$ cat src/rtl/nes_bus_pkg.sv
// Shared NES bus definitions: DMA FSM state encoding and default register addresses.
package nes_bus_pkg;

    typedef enum logic [2:0] {
        ST_IDLE  = 3'd0,
        ST_HALT  = 3'd1,
        ST_ALIGN = 3'd2,
        ST_READ  = 3'd3,
        ST_WRITE = 3'd4
    } dma_state_e;

    localparam logic [15:0] DMA_REG_ADDR_DEFAULT  = 16'h4014;
    localparam logic [15:0] OAM_DATA_ADDR_DEFAULT = 16'h2004;

endpackage

$ cat src/rtl/oam_dma_controller.sv
// OAM DMA: a CPU write to the DMA register halts the CPU and copies one 256-byte page
// into the PPU OAM data port, one read/write pair per pair of CPU bus cycles.
module oam_dma_controller
    import nes_bus_pkg::*;
#(
    parameter logic [15:0] DMA_REG_ADDR  = DMA_REG_ADDR_DEFAULT,
    parameter logic [15:0] OAM_DATA_ADDR = OAM_DATA_ADDR_DEFAULT
) (
    input  logic        clock,
    input  logic        reset,
    input  logic        cpu_ce,
    input  logic [15:0] cpu_addr,
    input  logic [7:0]  cpu_wdata,
    input  logic        cpu_rw,
    input  logic [7:0]  bus_rdata,
    output logic        cpu_halt,
    output logic [15:0] bus_addr,
    output logic [7:0]  bus_wdata,
    output logic        bus_rw,
    output logic        dma_active
);

    dma_state_e state_q, state_d;
    logic       parity_q, parity_d;
    logic [7:0] page_q, page_d;
    logic [7:0] idx_q, idx_d;
    logic [7:0] latch_q, latch_d;

    always_comb begin
        state_d  = state_q;
        parity_d = parity_q;
        page_d   = page_q;
        idx_d    = idx_q;
        latch_d  = latch_q;
        if (cpu_ce) begin
            parity_d = ~parity_q;
            case (state_q)
                ST_IDLE: begin
                    if (!cpu_rw && (cpu_addr == DMA_REG_ADDR)) begin
                        page_d  = cpu_wdata;
                        idx_d   = 8'd0;
                        state_d = ST_HALT;
                    end
                end
                // An extra ALIGN cycle keeps every READ on an even (parity 0) cycle.
                ST_HALT:  state_d = parity_q ? ST_READ : ST_ALIGN;
                ST_ALIGN: state_d = ST_READ;
                ST_READ: begin
                    latch_d = bus_rdata;
                    state_d = ST_WRITE;
                end
                ST_WRITE: begin
                    if (idx_q == 8'hFF) begin
                        state_d = ST_IDLE;
                    end else begin
                        idx_d   = idx_q + 8'd1;
                        state_d = ST_READ;
                    end
                end
                default: state_d = ST_IDLE;
            endcase
        end
    end

    always_ff @(posedge clock) begin
        if (reset) begin
            state_q  <= ST_IDLE;
            parity_q <= 1'b0;
            page_q   <= 8'd0;
            idx_q    <= 8'd0;
            latch_q  <= 8'd0;
        end else begin
            state_q  <= state_d;
            parity_q <= parity_d;
            page_q   <= page_d;
            idx_q    <= idx_d;
            latch_q  <= latch_d;
        end
    end

    // While halted the CPU still drives the bus, but only as a dummy read.
    always_comb begin
        bus_addr  = cpu_addr;
        bus_wdata = cpu_wdata;
        bus_rw    = cpu_rw;
        case (state_q)
            ST_HALT, ST_ALIGN: bus_rw = 1'b1;
            ST_READ: begin
                bus_addr = {page_q, idx_q};
                bus_rw   = 1'b1;
            end
            ST_WRITE: begin
                bus_addr  = OAM_DATA_ADDR;
                bus_wdata = latch_q;
                bus_rw    = 1'b0;
            end
            default: ;
        endcase
    end

    assign cpu_halt   = (state_q != ST_IDLE);
    assign dma_active = (state_q == ST_READ) || (state_q == ST_WRITE);

endmodule

$ cat config.mk
export PLATFORM = sky130hd
export DESIGN_NAME = oam_dma_controller
export DESIGN_NICKNAME = d
export VERILOG_FILES = /design/src/rtl/nes_bus_pkg.sv /design/src/rtl/oam_dma_controller.sv
export SDC_FILE = /design/constraint.sdc
export NUM_CORES = 1
export LEC_CHECK = 0
export CORE_MARGIN = 1.5
export CORE_UTILIZATION = 45
export CTS_CLUSTER_DIAMETER = 80
export DETAILED_ROUTE_END_ITERATION = 16
export PLACE_DENSITY = 0.91
export SLEW_MARGIN = 30
export SYNTH_ARGS = -nofsm -noshare
export SYNTH_HDL_FRONTEND = slang
export SYNTH_SLANG_ARGS = --single-unit
$ cat constraint.sdc
create_clock -name clock -period 4.6 [get_ports clock]
set_clock_uncertainty 0.05 [all_clocks]
set_input_delay 0.69 -clock clock [delete_from_list [all_inputs] [get_ports clock]]
set_output_delay 0.69 -clock clock [all_outputs]
set_load 0.05 [all_outputs]
==> Word-level counts from Yosys, hierarchy flattened <==
Index checks and enable logic that the tools add are counted.
{ "op_classes": {"n_addsub": 1, "eq_ne": 8, "n_mux": 10, "bitwise": 1, "reduce_logical": 11} }
{ "ops": {"columns": ["cell", "n"], "rows": [
  ["$pmux W16 S2", 1],
  ["$mux W8", 3],
  ["$eq A16 B15 Y1 const B", 1],
  ["$pmux W8 S2", 1],
  ["$pmux W3 S5", 1],
  ["$add A8 B1 Y8 const B", 1],
  ["$eq A8 B8 Y1 const B", 1],
  ["$eq A3 B2 Y1 const B", 2],
  ["$ne A2 B2 Y1 const B", 2],
  ["$reduce_and A2 Y1", 2],
  ["$reduce_and A4 Y1", 1],
  ["$eq A3 B1 Y1 const B", 1],
  ["$eq A3 B3 Y1 const B", 1],
  ["$logic_not A3 Y1", 1],
  ["$mux W3", 1],
  ["$reduce_and A3 Y1", 1],
  ["$reduce_bool A3 Y1", 1],
  ["$reduce_or A3 Y1", 1],
  ["$mux W2", 1],
  ["$pmux W1 S2", 1],
  ["$reduce_bool A2 Y1", 1],
  ["$logic_and A1 B1 Y1", 1],
  ["$logic_not A1 Y1", 1],
  ["$logic_or A1 B1 Y1", 1],
  ["other kinds (2)", 2]
]} }
{ "totals": {"reg_bits": 28, "in_bits": 36, "output_inout_bits": 27, "wordCells": 36} }

==> Depth between registers and ports, before layout <==
Gate-level depths: netlist of the first run.
{ "logic_depth": {"word_depth": 4, "ltp_mapped": 7, "depth_no_buf": 5} }

==> Worst setup path after synthesis of the first run <==
OpenSTA, ideal clock, no wires.
{ "synth_path": {"path_type": "flip-flop to output port", "start": "register state_q[1]", "end": "output port bus_addr[13]", "t_arrival_ns": 1.951, "required_ns": 3.860, "slack_ns": 1.909, "stages_incl_launch_ff": 8, "path_buffers": 2, "path_cell_list": "dfxtp_1 -> buf_6 -> nor2_1 -> and2_1 -> clkbuf_1 -> nor2_1 -> inv_1 -> o22a_1"} }
{ "synth_via": {"elab_chain_cells": 2, "elab_cells_between_ends": 3, "classes_between": "eq/ne (2); mux (1)"} }
{ "synth_rtl": {"columns": ["item", "line_no", "text"], "rows": [
  ["start, declared", "oam_dma_controller.sv:23", "dma_state_e state_q, state_d;"],
  ["start signal, assigned", "oam_dma_controller.sv:73", "state_q <= state_d;"],
  ["$eq A3 B3 Y1 / $eq A3 B2 Y1 (equally long branches)", "oam_dma_controller.sv:86", "case (state_q)"],
  ["$pmux W16 S2 *", "oam_dma_controller.sv:86", null],
  ["end, declared", "oam_dma_controller.sv:17", "output logic [15:0] bus_addr,"]
]} }
Every way passes the cells marked *; elsewhere a longest branch is shown, timed or not.

==> Worst setup path after layout of the first run <==
{ "layout_path": {"start": "register state_q[2]", "end": "output port bus_addr[13]"} }
The elaborated chain is that of the path after synthesis.

==> summary.txt, run 1 <==
Outcome
  – Status: finished clean

Global route
  – First-pass GRT wire length: 7570 um
  – Global route overflow: 0
  – Vias in the first global route: 1,558
  – Initial antenna violation count: 0
  – All-layer global routing usage: 23.3%
  – Largest net degree at the start of global routing: 30

Cells and area
  – Area grow syn2layout: 39.5%
  – # nets final: 293
  – # diodes: 0
  – Share of post-route cells with drive strength above 1: 5.88%
  – Finished Layout Cells: 301
  – Fillers: 291

Yosys
  – Ranking of synthesized cells by area: dfxtp_1 34%, nand2_1 10%, a22o_1 7.5%
  – Syn_area_per_cell: 8.14 sq um
  – Synth unique cells: 45
  – Ys flop type: dfxtp_1
  – Most numerous cell in the Yosys netlist: nand2_1
  – Post-synthesis sequential area ratio: 34.4%
  – Cell count after synthesis: 200
  – Yosys warning count: 0
  – Synth Cell Area: 1630 sq um
  – #FFs+latches synth: 28
  – Top-area cell type share of the netlist area: 34.4%
  – Mapped Nets: 237
  – Asr flop ratio synth: 0%
  – Yosys top cell by area: dfxtp_1
  – Number of synthesized flops with an enable pin: 0
  – Post-synth top cells: 45 x nand2_1, 28 x dfxtp_1, 16 x nor2_1

Clocking
  – Worst-path clk slew: 0.15 ns
  – Clock Root Buffer: clkbuf_4
  – Post-CTS sizing: 0
  – Longest Clk Path Bufs: 2
  – Num CTS Buffers: 3
  – Clock Latency Late Sink: 0.32 ns
  – CTS tree: done
  – CTS Hold Bufs: 0
  – H-tree depth: 1
  – # clock sinks: 28
  – Post-CTS setup buffers: 0

Power and ir drop
  – Leakage Power: 0.873 nW
  – Peak VDD IR: 132 uV
  – Net switching power: 0.000140 W
  – Sequential Power Share: 50.2%
  – PD cells: 214 nW/um^2
  – Clock share of power: 25.1%
  – Comb pwr share: 24.7%
  – Switching share of power: 28.8%
  – Int Pwr: 0.000346 W

Route
  – Vias per inst: 5.56
  – DR iter-0 viols: 94
  – Antenna viol nets, final: 0
  – Wire per inst: 15.0 um
  – Via Count: 1,675
  – Final wirelength: 4530 um
  – Residual DRC: 0
  – Router iterations before antenna repair: 4

STA
  – RSZ-0062 raised after global routing: false
  – Max-slew violations: 0
  – Tmin final: 3.98 ns
  – Final worst path period share: 86.5%
  – Setup tns final: 0 ns
  – Max-slew headroom: 54.1%
  – Measured slew at the worst slew-check pin: 0.686 ns
  – Final Setup Violations: 0
  – Fmax: 0.251 GHz
  – Final worst slack: 0.621 ns
  – Endpoints failing hold: 0

Critical path
  – Crit path arrival time: 3.24 ns
  – Startpoint Class: flip-flop
  – CP max FO: 15
  – FF-to-FF Start: idx_q[0]
  – Worst setup EP type: output port
  – Kind of critical path: flip-flop to output port
  – Worst EP required: 3.86 ns
  – CP Launch Point: state_q[2]

Placement
  – Hpwl dp: 3290 um
  – Placer Congestion: 0.906
  – Pre-CTS setup slack: 0.824 ns
  – PortBufs: 62
  – Placed insts: 297

Worst hold path
  – Worst min-delay path startpoint: latch_q[0]
  – Hold crit path type: flip-flop to flip-flop

Die
  – Total Die Area: 3990 sq um
  – Core area: 3420 sq um
  – Chip height: 63.1 um
  – Cell Rows: 21
  – Initial Util: 47.7%
  – # IOs: 63
  – DIE WIDTH: 63.1 um

Run
  – Max-cap violation count: 0
==> cells in the final DEF, fill, tap and decap left out, types with 2 or more instances in the layout <==
cell type / Yosys / layout
clkdlybuf4s50_1: 0 / 61
nand2_1: 45 / 45
dfxtp_1: 28 / 28
nor2_1: 16 / 15
a22o_1: 14 / 14
a21oi_1: 14 / 14
mux2i_1: 9 / 9
a31oi_1: 7 / 7
and3_1: 6 / 6
inv_1: 3 / 3
a41oi_1: 3 / 3
nand3_1: 3 / 3
a21o_1: 3 / 3
clkbuf_4: 0 / 3
and2_1: 2 / 2
o22a_1: 2 / 2
nor4_2: 2 / 2
nor4b_1: 2 / 2
o21ai_1: 2 / 2
nor3_1: 2 / 2
nand2b_1: 2 / 2
a41o_1: 2 / 2
nand3b_1: 2 / 2
==> path summary, 6_finish.rpt <==
kind	to	slack, ns	cells after the start
hold / removal	latch_q[0]	0.41	2
setup reg to reg	idx_q[3]	2.62	5
hold reg to reg	latch_q[0]	0.41	2
setup / recovery	bus_addr[13]	0.62	6
==> routing by layer <==
layer	vias up	part of all wire, %	track usage, %
li1	833	-	-
met1	757	44	30.4
met2	79	48	39.9
met3	6	7.0	4.11
met4	0	1.2	5.00
met5	-	0	0
==> final cells by class <==
| class | instances | area (sq um) | area share, % |
|---|---|---|---|
| well taps | 46 | 57.6 | 2.53 |
| multi-input cells | 158 | 990 | 43.6 |
| inverters | 3 | 11.3 | 0.496 |
| repair buffers | 62 | 616 | 27.1 |
| clock buffers | 4 | 36.3 | 1.60 |
| flip-flops and latches | 28 | 561 | 24.7 |
==> power groups by stage <==
| stage | clock [W] | sequential [W] | combinational [W] |
|---|---|---|---|
| 2_1_floorplan | 0 | 0.000249 | 0.0000628 |
| 3_3_place_gp | 0 | 0.000249 | 0.000120 |
| 3_5_place_dp | 0 | 0.000249 | 0.000120 |
| 4_1_cts | 0.000121 | 0.000244 | 0.000120 |
| 5_1_grt | 0.000135 | 0.000244 | 0.000125 |
| 6_report | 0.000122 | 0.000244 | 0.000120 |
==> logic make-up (layout without fill, tap and decap cells) <==
group	after synthesis	after routing	share of synthesized area, %
flops	28	28	34.4
xor+xnor	1	1	0.538
buf+inv	14	69	4.92
simple gates	94	94	30.5
compound gates	52	52	22.6
mux	10	10	6.23
fa+ha+maj	1	1	0.769
==> stage by stage <==
step                power (W)  util (%)  hold slack (ns)  area [sq um]
floorplan            0.000312         -            0.387          1630
global placement     0.000369      65.5            0.393          2240
detailed placement   0.000369      65.5            0.397          2240
CTS                  0.000486      66.6            0.416          2270
global route         0.000504      66.5            0.429          2270
finish               0.000486      66.5            0.415          2270
==> worst max-delay path, stage by stage (launching register included) <==
cell	delay [ns]
dfxtp_1	0.61
and2b_1	0.28
and2_1	0.35
nor2_2	0.56
inv_1	0.18
o22a_1	0.23
clkdlybuf4s50_1	0.70
==> sequential cells by signal, summed over array words and instances, names as in the netlist <==
| name | flops |
|---|---|
| idx_q | 8 |
| latch_q | 8 |
| page_q | 8 |
| state_q | 3 |
| parity_q | 1 |
No activity file was read; power rests on OpenSTA's default activity.
==> inputs of run 2 (changes only) <==
--- a/config.mk
+++ b/config.mk
@@ -6,10 +6,10 @@
 export NUM_CORES = 1
 export LEC_CHECK = 0
 export CORE_MARGIN = 1.5
-export CORE_UTILIZATION = 45
+export CORE_UTILIZATION = 47
 export CTS_CLUSTER_DIAMETER = 80
 export DETAILED_ROUTE_END_ITERATION = 16
-export PLACE_DENSITY = 0.91
+export PLACE_DENSITY = 0.94
 export SLEW_MARGIN = 30
 export SYNTH_ARGS = -nofsm -noshare
 export SYNTH_HDL_FRONTEND = slang
==> run 2 against run 1 <==
Against the previous run: cell count grew 0.33%; non-clock buffer count grew 1; final area grew 0.94%; global-route usage grew 2.2 points; wire length grew 1.5%; critical endpoint is now bus_addr[12]; core utilization grew 2.2 points; total power grew 8.4%; fmax grew 4.0%; clock power grew 34%.
==> summary.txt, run 2 (synthesis results as in run 1) <==
Cells and area
  – Leading cell types in the layout, fill and taps excluded: 61 x clkdlybuf4s50_1, 45 x nand2_1, 28 x dfxtp_1
  – Commonest non-fill, non-tap cell in the layout: clkdlybuf4s50_1
  – Largest regs: idx_q x8, latch_q x8, page_q x8
  – # diodes: 0 (unchanged)
  – Area grow syn2layout: 40.8%
  – # nets final: 294 (+0.34%)
  – Final instance area: 2290 sq um (+0.94%)
  – Share of post-route cells with drive strength above 1: 5.86% (-0.023 points)

Clocking
  – Clock Root Buffer: clkbuf_4
  – CTS tree: done
  – Post-CTS sizing: 0 (unchanged)
  – # clock sinks: 28 (unchanged)
  – Clock Latency Late Sink: 0.33 ns (about the same)
  – CTS Hold Bufs: 0 (unchanged)
  – H-tree depth: 1 (unchanged)
  – Num CTS Buffers: 3 (unchanged)
  – Worst-path clk slew: 0.15 ns (about the same)
  – Longest Clk Path Bufs: 2 (unchanged)
  – Post-CTS setup buffers: 0 (unchanged)

STA
  – Endpoints failing hold: 0 (unchanged)
  – Measured slew at the worst slew-check pin: 0.620 ns (-0.0657 ns)
  – Tmin final: 3.83 ns (-0.153 ns)
  – Max-slew headroom: 58.5% (+4.4 points)
  – Final worst path period share: 83.2% (-3.3 points)
  – Max-slew violations: 0 (unchanged)
  – Final Setup Violations: 0 (unchanged)
  – RSZ-0062 raised after global routing: false
  – Fmax: 0.261 GHz (+4.0%)
  – Setup tns final: 0 ns (unchanged)

Placement
  – PortBufs: 62 (unchanged)
  – Placed cell area: 2240 sq um (+0.34%)
  – Hpwl dp: 3380 um (+2.8%)
  – Placer Congestion: 0.896 (-1.0%)

Global route
  – Initial antenna violation count: 0 (unchanged)
  – First-pass GRT wire length: 7150 um (-5.6%)
  – Global route overflow: 0 (unchanged)
  – Vias in the first global route: 1,608 (+3.2%)
  – All-layer global routing usage: 25.4% (+2.2 points)
  – Largest net degree at the start of global routing: 30 (unchanged)

Route
  – Antenna viol nets, final: 0 (unchanged)
  – Wire per inst: 15.2 um (+1.2%)
  – Final wirelength: 4590 um (+1.5%)
  – Via Count: 1,707 (+1.9%)
  – Vias per inst: 5.65 (+1.6%)
  – Residual DRC: 0 (unchanged)
  – DR iter-0 viols: 86 (-8.5%)
  – Router iterations before antenna repair: 4 (unchanged)

Critical path
  – Top cell family by delay on the critical path: buffers and inverters
  – Critical Path, Cell by Cell: and2b_1 > and2_1 > nor2_1 > buf_4 > a22o_1 > clkdlybuf4s50_1
  – CP max FO: 15 (unchanged)
  – Kind of critical path: flip-flop to output port
  – Crit path arrival time: 3.09 ns (-0.15 ns)
  – Startpoint Class: flip-flop
  – Worst setup EP type: output port
  – Worst r2r dst: idx_q[6]
  – CP Launch Point: state_q[2]
  – FF-to-FF Start: idx_q[0]
  – Critical Path Max Stage Delay: 0.80 ns (+0.10 ns)
  – Worst EP required: 3.86 ns (about the same)
  – R2r setup slk: 2.66 ns (+0.04 ns)
  – Worst r2r path cells: 5 (unchanged)
  – Worst path slowest cell: clkdlybuf4s50_1
  – Worst path bufs/invs: 2 (unchanged)

Power and ir drop
  – PD cells: 230 nW/um^2 (+7.4%)
  – Leakage Power: 0.883 nW (+1.2%)
  – Peak VDD IR: 127 uV (-3.5%)

Die
  – Total Die Area: 3830 sq um (-4.1%)
  – DIE WIDTH: 61.9 um (-2.1%)
  – Cell Rows: 21 (unchanged)
  – Core area: 3340 sq um (-2.3%)
  – Chip height: 61.9 um (-2.1%)
  – # IOs: 63 (unchanged)
  – Initial Util: 48.8% (+1.1 points)

Worst hold path
  – Worst Hold Depth: 2 (unchanged)
  – Hold Path Sink: latch_q[3]
  – Worst min-delay path startpoint: latch_q[3]
  – Hold crit path type: flip-flop to flip-flop

Run
  – Max-cap violation count: 0 (unchanged)

Outcome
  – Status: finished clean
run 2: through the flow:
step | worst slack (ns) | hold WS (ns) | power, W | cells | util, %
2_1_floorplan | 1.91 | 0.387 | 0.000312 | 200 | -
3_3_place_gp | 1.33 | 0.392 | 0.000368 | 298 | 67.3
3_5_place_dp | 1.20 | 0.399 | 0.000368 | 298 | 67.3
4_1_cts | 0.804 | 0.418 | 0.000529 | 302 | 68.8
5_1_grt | 0.612 | 0.433 | 0.000546 | 302 | 68.7
6_report | 0.774 | 0.417 | 0.000527 | 302 | 68.7
run 2: layout make-up:
type,instances,area (sq um)
clock buffers,3,22.5
clock inverters,1,30.0
fillers,284,1040
inverters,3,11.3
multi-input cells,158,987
flip-flops and latches,28,561
well taps,46,57.6
repair buffers,63,623
run 2: power by group:
group          internal [W]  switching (W)  leakage, nW
Clock             0.0000882      0.0000754       0.0279
Sequential         0.000244    0.000000565        0.226
Combinational     0.0000543      0.0000647        0.630
run 2: tightest hold or removal path: stages, from the launching register on:
cell	delay (ns)
dfxtp_1	0.34
nand2_1	0.05
a21oi_1	0.05
run 2: how the worst max path moves through the flow:
| stage | end | slack, ns | cells after the start |
|---|---|---|---|
| 5_1_grt | bus_addr[12] | 0.61 | 6 |
| 3_5_place_dp | bus_addr[12] | 1.20 | 6 |
| 3_3_place_gp | bus_addr[0] | 1.33 | 6 |
| 6_report | bus_addr[12] | 0.77 | 6 |
| 2_1_floorplan | bus_addr[13] | 1.91 | 7 |
| 4_1_cts | bus_addr[12] | 0.80 | 6 |
run 2: routing by layer:
metal | part of all wire [%] | global-route usage [%]
met5 | 0 | 0
met4 | 2.4 | 14.6
met3 | 7.3 | 4.97
met2 | 47 | 41.1
met1 | 44 | 31.6
==> inputs of run 3 (changes only) <==
--- a/config.mk
+++ b/config.mk
@@ -6,10 +6,10 @@
 export NUM_CORES = 1
 export LEC_CHECK = 0
 export CORE_MARGIN = 1.5
-export CORE_UTILIZATION = 47
+export CORE_UTILIZATION = 44
 export CTS_CLUSTER_DIAMETER = 80
 export DETAILED_ROUTE_END_ITERATION = 16
-export PLACE_DENSITY = 0.94
+export PLACE_DENSITY = 0.89
 export SLEW_MARGIN = 30
 export SYNTH_ARGS = -nofsm -noshare
 export SYNTH_HDL_FRONTEND = slang
==> constraint.sdc (replaced) <==
create_clock -name clock -period 3.6 [get_ports clock]
set_clock_uncertainty 0.05 [all_clocks]
set_input_delay 0.54 -clock clock [delete_from_list [all_inputs] [get_ports clock]]
set_output_delay 0.54 -clock clock [all_outputs]
set_load 0.05 [all_outputs]
==> run 3 against run 2 <==
Against the previous run: core utilization decreased by 2.4 points; global-route usage decreased by 1.0 points; wire length increased by 2.7%; critical path depth decreased by 1; critical path type unchanged; highest routed layer unchanged.
==> summary.txt, run 3 (synthesis results as in run 1) <==
Worst hold path
  – Worst min-delay path startpoint: latch_q[3]
  – Hold crit path type: flip-flop to flip-flop

Power and ir drop
  – Int Pwr: 0.000527 W (+37%)
  – Peak VDD IR: 191 uV (+50%)
  – PD cells: 314 nW/um^2 (+36%)
  – Sequential Power Share: 43.5% (-2.9 points)
  – Clock share of power: 35.3% (+4.2 points)
  – Switching share of power: 26.4% (-0.33 points)
  – Comb pwr share: 21.2% (-1.4 points)
  – Leakage Power: 0.910 nW (+3.0%)
  – Power, Total: 0.000716 W (+36%)
  – Net switching power: 0.000189 W (+34%)

Critical path
  – CP Launch Point: state_q[2]
  – Worst EP required: 3.01 ns (-0.85 ns)
  – Startpoint Class: flip-flop
  – FF-to-FF Start: idx_q[0]
  – CP max FO: 15 (unchanged)
  – Worst setup EP type: output port
  – Crit path arrival time: 2.60 ns (-0.49 ns)
  – Kind of critical path: flip-flop to output port

STA
  – Final Setup Violations: 0 (unchanged)
  – Fmax: 0.313 GHz
  – Measured slew at the worst slew-check pin: 0.638 ns (+0.0179 ns)
  – Max-slew violations: 0 (unchanged)
  – Max-slew headroom: 57.3% (-1.2 points)
  – Endpoints failing hold: 0 (unchanged)
  – Final worst slack: 0.406 ns (-0.368 ns)
  – Final worst path period share: 88.7%
  – Tmin final: 3.19 ns
  – RSZ-0062 raised after global routing: false
  – Setup tns final: 0 ns (unchanged)

Clocking
  – CTS Hold Bufs: 0 (unchanged)
  – CTS tree: done
  – Num CTS Buffers: 3 (unchanged)
  – Worst-path clk slew: 0.10 ns (-0.05 ns)
  – Post-CTS sizing: 0 (unchanged)
  – Longest Clk Path Bufs: 2 (unchanged)
  – Clock Root Buffer: clkbuf_8
  – H-tree depth: 1 (unchanged)
  – Post-CTS setup buffers: 0 (unchanged)
  – # clock sinks: 28 (unchanged)
  – Clock Latency Late Sink: 0.28 ns (-0.05 ns)

Die
  – Cell Rows: 21 (unchanged)
  – DIE WIDTH: 63.8 um (+3.2%)
  – # IOs: 63 (unchanged)
  – Initial Util: 47.3% (-1.5 points)
  – Core area: 3440 sq um (+3.1%)
  – Chip height: 63.8 um (+3.2%)
  – Total Die Area: 4070 sq um (+6.5%)

Cells and area
  – # nets final: 295 (+0.34%)
  – Area grow syn2layout: 40.3%
  – Largest regs: idx_q x8, latch_q x8, page_q x8
  – Share of post-route cells with drive strength above 1: 12.1% (+6.2 points)
  – Finished Layout Cells: 303 (+0.33%)
  – Commonest non-fill, non-tap cell in the layout: clkdlybuf4s50_1
  – Leading cell types in the layout, fill and taps excluded: 46 x clkdlybuf4s50_1, 45 x nand2_1, 28 x dfxtp_1
  – # diodes: 0 (unchanged)
  – Fillers: 302 (+6.3%)

Global route
  – Initial antenna violation count: 0 (unchanged)
  – Vias in the first global route: 1,692 (+5.2%)
  – All-layer global routing usage: 24.4% (-1.0 points)
  – Largest net degree at the start of global routing: 30 (unchanged)
  – First-pass GRT wire length: 7900 um (+11%)
  – Global route overflow: 0 (unchanged)

Placement
  – Pre-CTS setup slack: 0.750 ns (-0.450 ns)
  – Placer Congestion: 0.914 (+2.0%)
  – PortBufs: 62 (unchanged)
  – Hpwl dp: 3520 um (+4.3%)
  – Placed insts: 299 (+0.34%)

Route
  – Wire per inst: 15.6 um (+2.3%)
  – Router iterations before antenna repair: 4 (unchanged)
  – Via Count: 1,726 (+1.1%)
  – Residual DRC: 0 (unchanged)
  – Vias per inst: 5.70 (+0.78%)
  – Final wirelength: 4720 um (+2.7%)
  – Antenna viol nets, final: 0 (unchanged)
  – DR iter-0 viols: 117 (+36%)

Run
  – Max-cap violation count: 0 (unchanged)

Outcome
  – Status: finished clean
==> run 3: cell types whose count changed in the layout (fill, tap and decap cells not counted), sizes merged <==
cell | previous run | this run
buf | 2 | 18
clkdlybuf4s50 | 61 | 46
==> run 3: final timing paths <==
path / end / cells past startpoint / slack (ns)
min: latch_q[3] / 2 / 0.41
max reg2reg: idx_q[6] / 5 / 1.68
min reg2reg: latch_q[3] / 2 / 0.41
max: dma_active / 5 / 0.41
==> run 3: layer usage <==
metal | track usage, % | routed length, um
met5 | 0 | 0
met2 | 43.1 | 2430
met1 | 29.6 | 1840
met3 | 3.17 | 385
met4 | 9.78 | 59
==> run 3: per-stage QoR <==
stage / hold slack (ns) / util [%] / instance area [sq um]
floorplan: 0.387 / - / 1630
global placement: 0.392 / 64.3 / 2210
detailed placement: 0.399 / 64.3 / 2210
CTS: 0.412 / 66.3 / 2280
global route: 0.438 / 66.3 / 2280
finish: 0.412 / 66.3 / 2280
==> run 3: area by class of cell <==
cell class                 instances  area [sq um]  share of cell area, %
multi-input combinational        158           987                   43.2
tap                               46          57.6                   2.52
sequential                        28           561                   24.5
timing repair buffer              64           596                   26.1
clock inverter                     1          30.0                   1.32
inverter                           3          11.3                  0.493
clock buffer                       3          41.3                   1.81
==> run 3: critical path, cell delays in order (launching register included) <==
cell and delay, ns:
dfxtp_1 0.44, and2b_1 0.30, and2_1 0.50, nor2_1 0.13, inv_1 0.14, clkdlybuf4s50_1 0.81
==> run 3: power groups by stage <==
| stage | clock network (W) | logic (W) | registers [W] |
|---|---|---|---|
| 2_1_floorplan | 0 | 0.0000802 | 0.000318 |
| 3_3_place_gp | 0 | 0.000151 | 0.000319 |
| 3_5_place_dp | 0 | 0.000152 | 0.000319 |
| 4_1_cts | 0.000252 | 0.000152 | 0.000311 |
| 5_1_grt | 0.000270 | 0.000159 | 0.000312 |
| 6_report | 0.000253 | 0.000152 | 0.000311 |
==> edit: new RTL, flow settings as in run 3 <==
Re-encode `dma_state_e` (5 states) as one-hot, 5 bits wide.
--- a/src/rtl/nes_bus_pkg.sv
+++ b/src/rtl/nes_bus_pkg.sv
@@ -1,12 +1,12 @@
 // Shared NES bus definitions: DMA FSM state encoding and default register addresses.
 package nes_bus_pkg;
 
-    typedef enum logic [2:0] {
-        ST_IDLE  = 3'd0,
-        ST_HALT  = 3'd1,
-        ST_ALIGN = 3'd2,
-        ST_READ  = 3'd3,
-        ST_WRITE = 3'd4
+    typedef enum logic [4:0] {
+        ST_IDLE  = 5'b00001,
+        ST_HALT  = 5'b00010,
+        ST_ALIGN = 5'b00100,
+        ST_READ  = 5'b01000,
+        ST_WRITE = 5'b10000
     } dma_state_e;
 
     localparam logic [15:0] DMA_REG_ADDR_DEFAULT  = 16'h4014;
Check against the original RTL: same outputs for any inputs over 10 cycles, from zero or initial values and one cycle with reset high; not proved beyond that.
==> edit against run 3 <==
Total power increased by 17%; area after synthesis increased by 11%; core utilization decreased by 3.1 points; count of clock-buffer cells in the layout increased by 4; final area increased by 10%; clock power increased by 13%; synthesized cell count increased by 17%; setup slack got worse by 0.060 ns; via count increased by 18%; wire length increased by 16%; final cell count increased by 12%; sequential cell count increased by 2.
==> edit: results (changes against run 3) <==
| Metric | Value |
|---|---|
| Post-synthesis compound-gate area fraction | 0.2295 (+0.003505) |
| Fillers | 350 (+16%) |
| Seq/Total Area, Yosys | 0.3338 (-0.01055) |
| XOR/XNOR Fraction of Synth Area | 0.01460 (+0.009223) |
| DR WL met3 | 639 um (+66%) |
| Nets | 326 (+11%) |
| Post-Syn Area per Cell | 7.689 um2 (-5.5%) |
| First-pass GRT wire length | 8383 um (+6.1%) |
| Flop-to-flop setup slack | 1.10 ns (-0.58 ns) |
| Router iterations before antenna repair | 5 (+1) |
| Detailed Place HPWL | 3868 um (+9.7%) |
| Placed Area | 2417 um2 (+9.3%) |
| Worst IR drop on VDD | 0.0002447 V (+28%) |
| Worst Setup EP | bus_addr[9] |
| Worst slew pin tran | 0.6751 ns (+0.03734 ns) |
| Comb power frac | 0.254 (+0.042) |
| RePlAce Congestion | 0.8823 (-3.5%) |
| Via density | 5.997 (+5.3%) |
| DRT iter0 DRCs | 218 (+86%) |
| Met2 routed WL | 2546 um (+4.8%) |
| P_sw | 0.0002600 W (+38%) |
| Pin count of the biggest net entering global routing | 34 (+13%) |
| Reg-to-Reg End | page_q[4]$_SDFFE_PP0P_ |
| Post-DR wirelength/cell | 16.10 um (+3.4%) |
| GR Util met1 | 0.3368 (+0.04058) |
| Final Worst Setup Slack | 0.3459 ns (-0.06036 ns) |
| Status | complete, no violations |
| Total CTS buffers | 5 (+2) |
| Reg2Reg Launch Point | state_q[1]$_SDFFE_PP0P_ |
| Synth cell count leaders | nand2_1 (38), dfxtp_1 (30), nor2_1 (23) |
| Ranking of synthesized cells by area | dfxtp_1 (33%), nand2_1 (7.9%), a22o_1 (5.8%) |
## edit: changes by cell type after synthesis, sizes merged, moves of 3 or more
| cell | change |
|---|---|
| nand3 | +15 |
| nand2 | -7 |
| a31oi | -4 |
| buf | +4 |
| a21oi | +4 |
| nand4 | +4 |
| o21ai | +15 |
| and3 | -5 |
| a21o | -3 |
| nor2 | +7 |
| clkbuf | +3 |
## edit: worst min path at each step
stage                            startpoint                       to  slack, ns  cells past startpoint
finish              latch_q[6]$_SDFFE_PP0P_  latch_q[6]$_SDFFE_PP0P_       0.43                      2
global route        latch_q[6]$_SDFFE_PP0P_  latch_q[6]$_SDFFE_PP0P_       0.45                      2
CTS                 latch_q[6]$_SDFFE_PP0P_  latch_q[6]$_SDFFE_PP0P_       0.43                      2
detailed placement  latch_q[5]$_SDFFE_PP0P_  latch_q[5]$_SDFFE_PP0P_       0.42                      2
global placement    latch_q[7]$_SDFFE_PP0P_  latch_q[7]$_SDFFE_PP0P_       0.41                      2
floorplan           latch_q[0]$_SDFFE_PP0P_  latch_q[0]$_SDFFE_PP0P_       0.40                      2
## edit: critical path, cell delays in order, from the launching register on
cell,delay (ns)
dfxtp_1,0.51
nor2_1,0.12
and3_1,0.21
nor2_2,0.51
a22o_1,0.22
clkdlybuf4s50_1,0.80
## edit: final cells by class
| cell class | instances | area, um2 | share of cell area |
|---|---|---|---|
| Inverter | 5 | 18.77 | 0.007474 |
| Clock inverter | 1 | 5.005 | 0.001993 |
| Sequential cell | 30 | 600.6 | 0.2392 |
| Timing Repair Buffer | 66 | 658.1 | 0.2621 |
| Multi-Input combinational cell | 181 | 1080 | 0.4300 |
| Tap cell | 50 | 62.56 | 0.02491 |
| Clock buffer | 7 | 86.33 | 0.03438 |
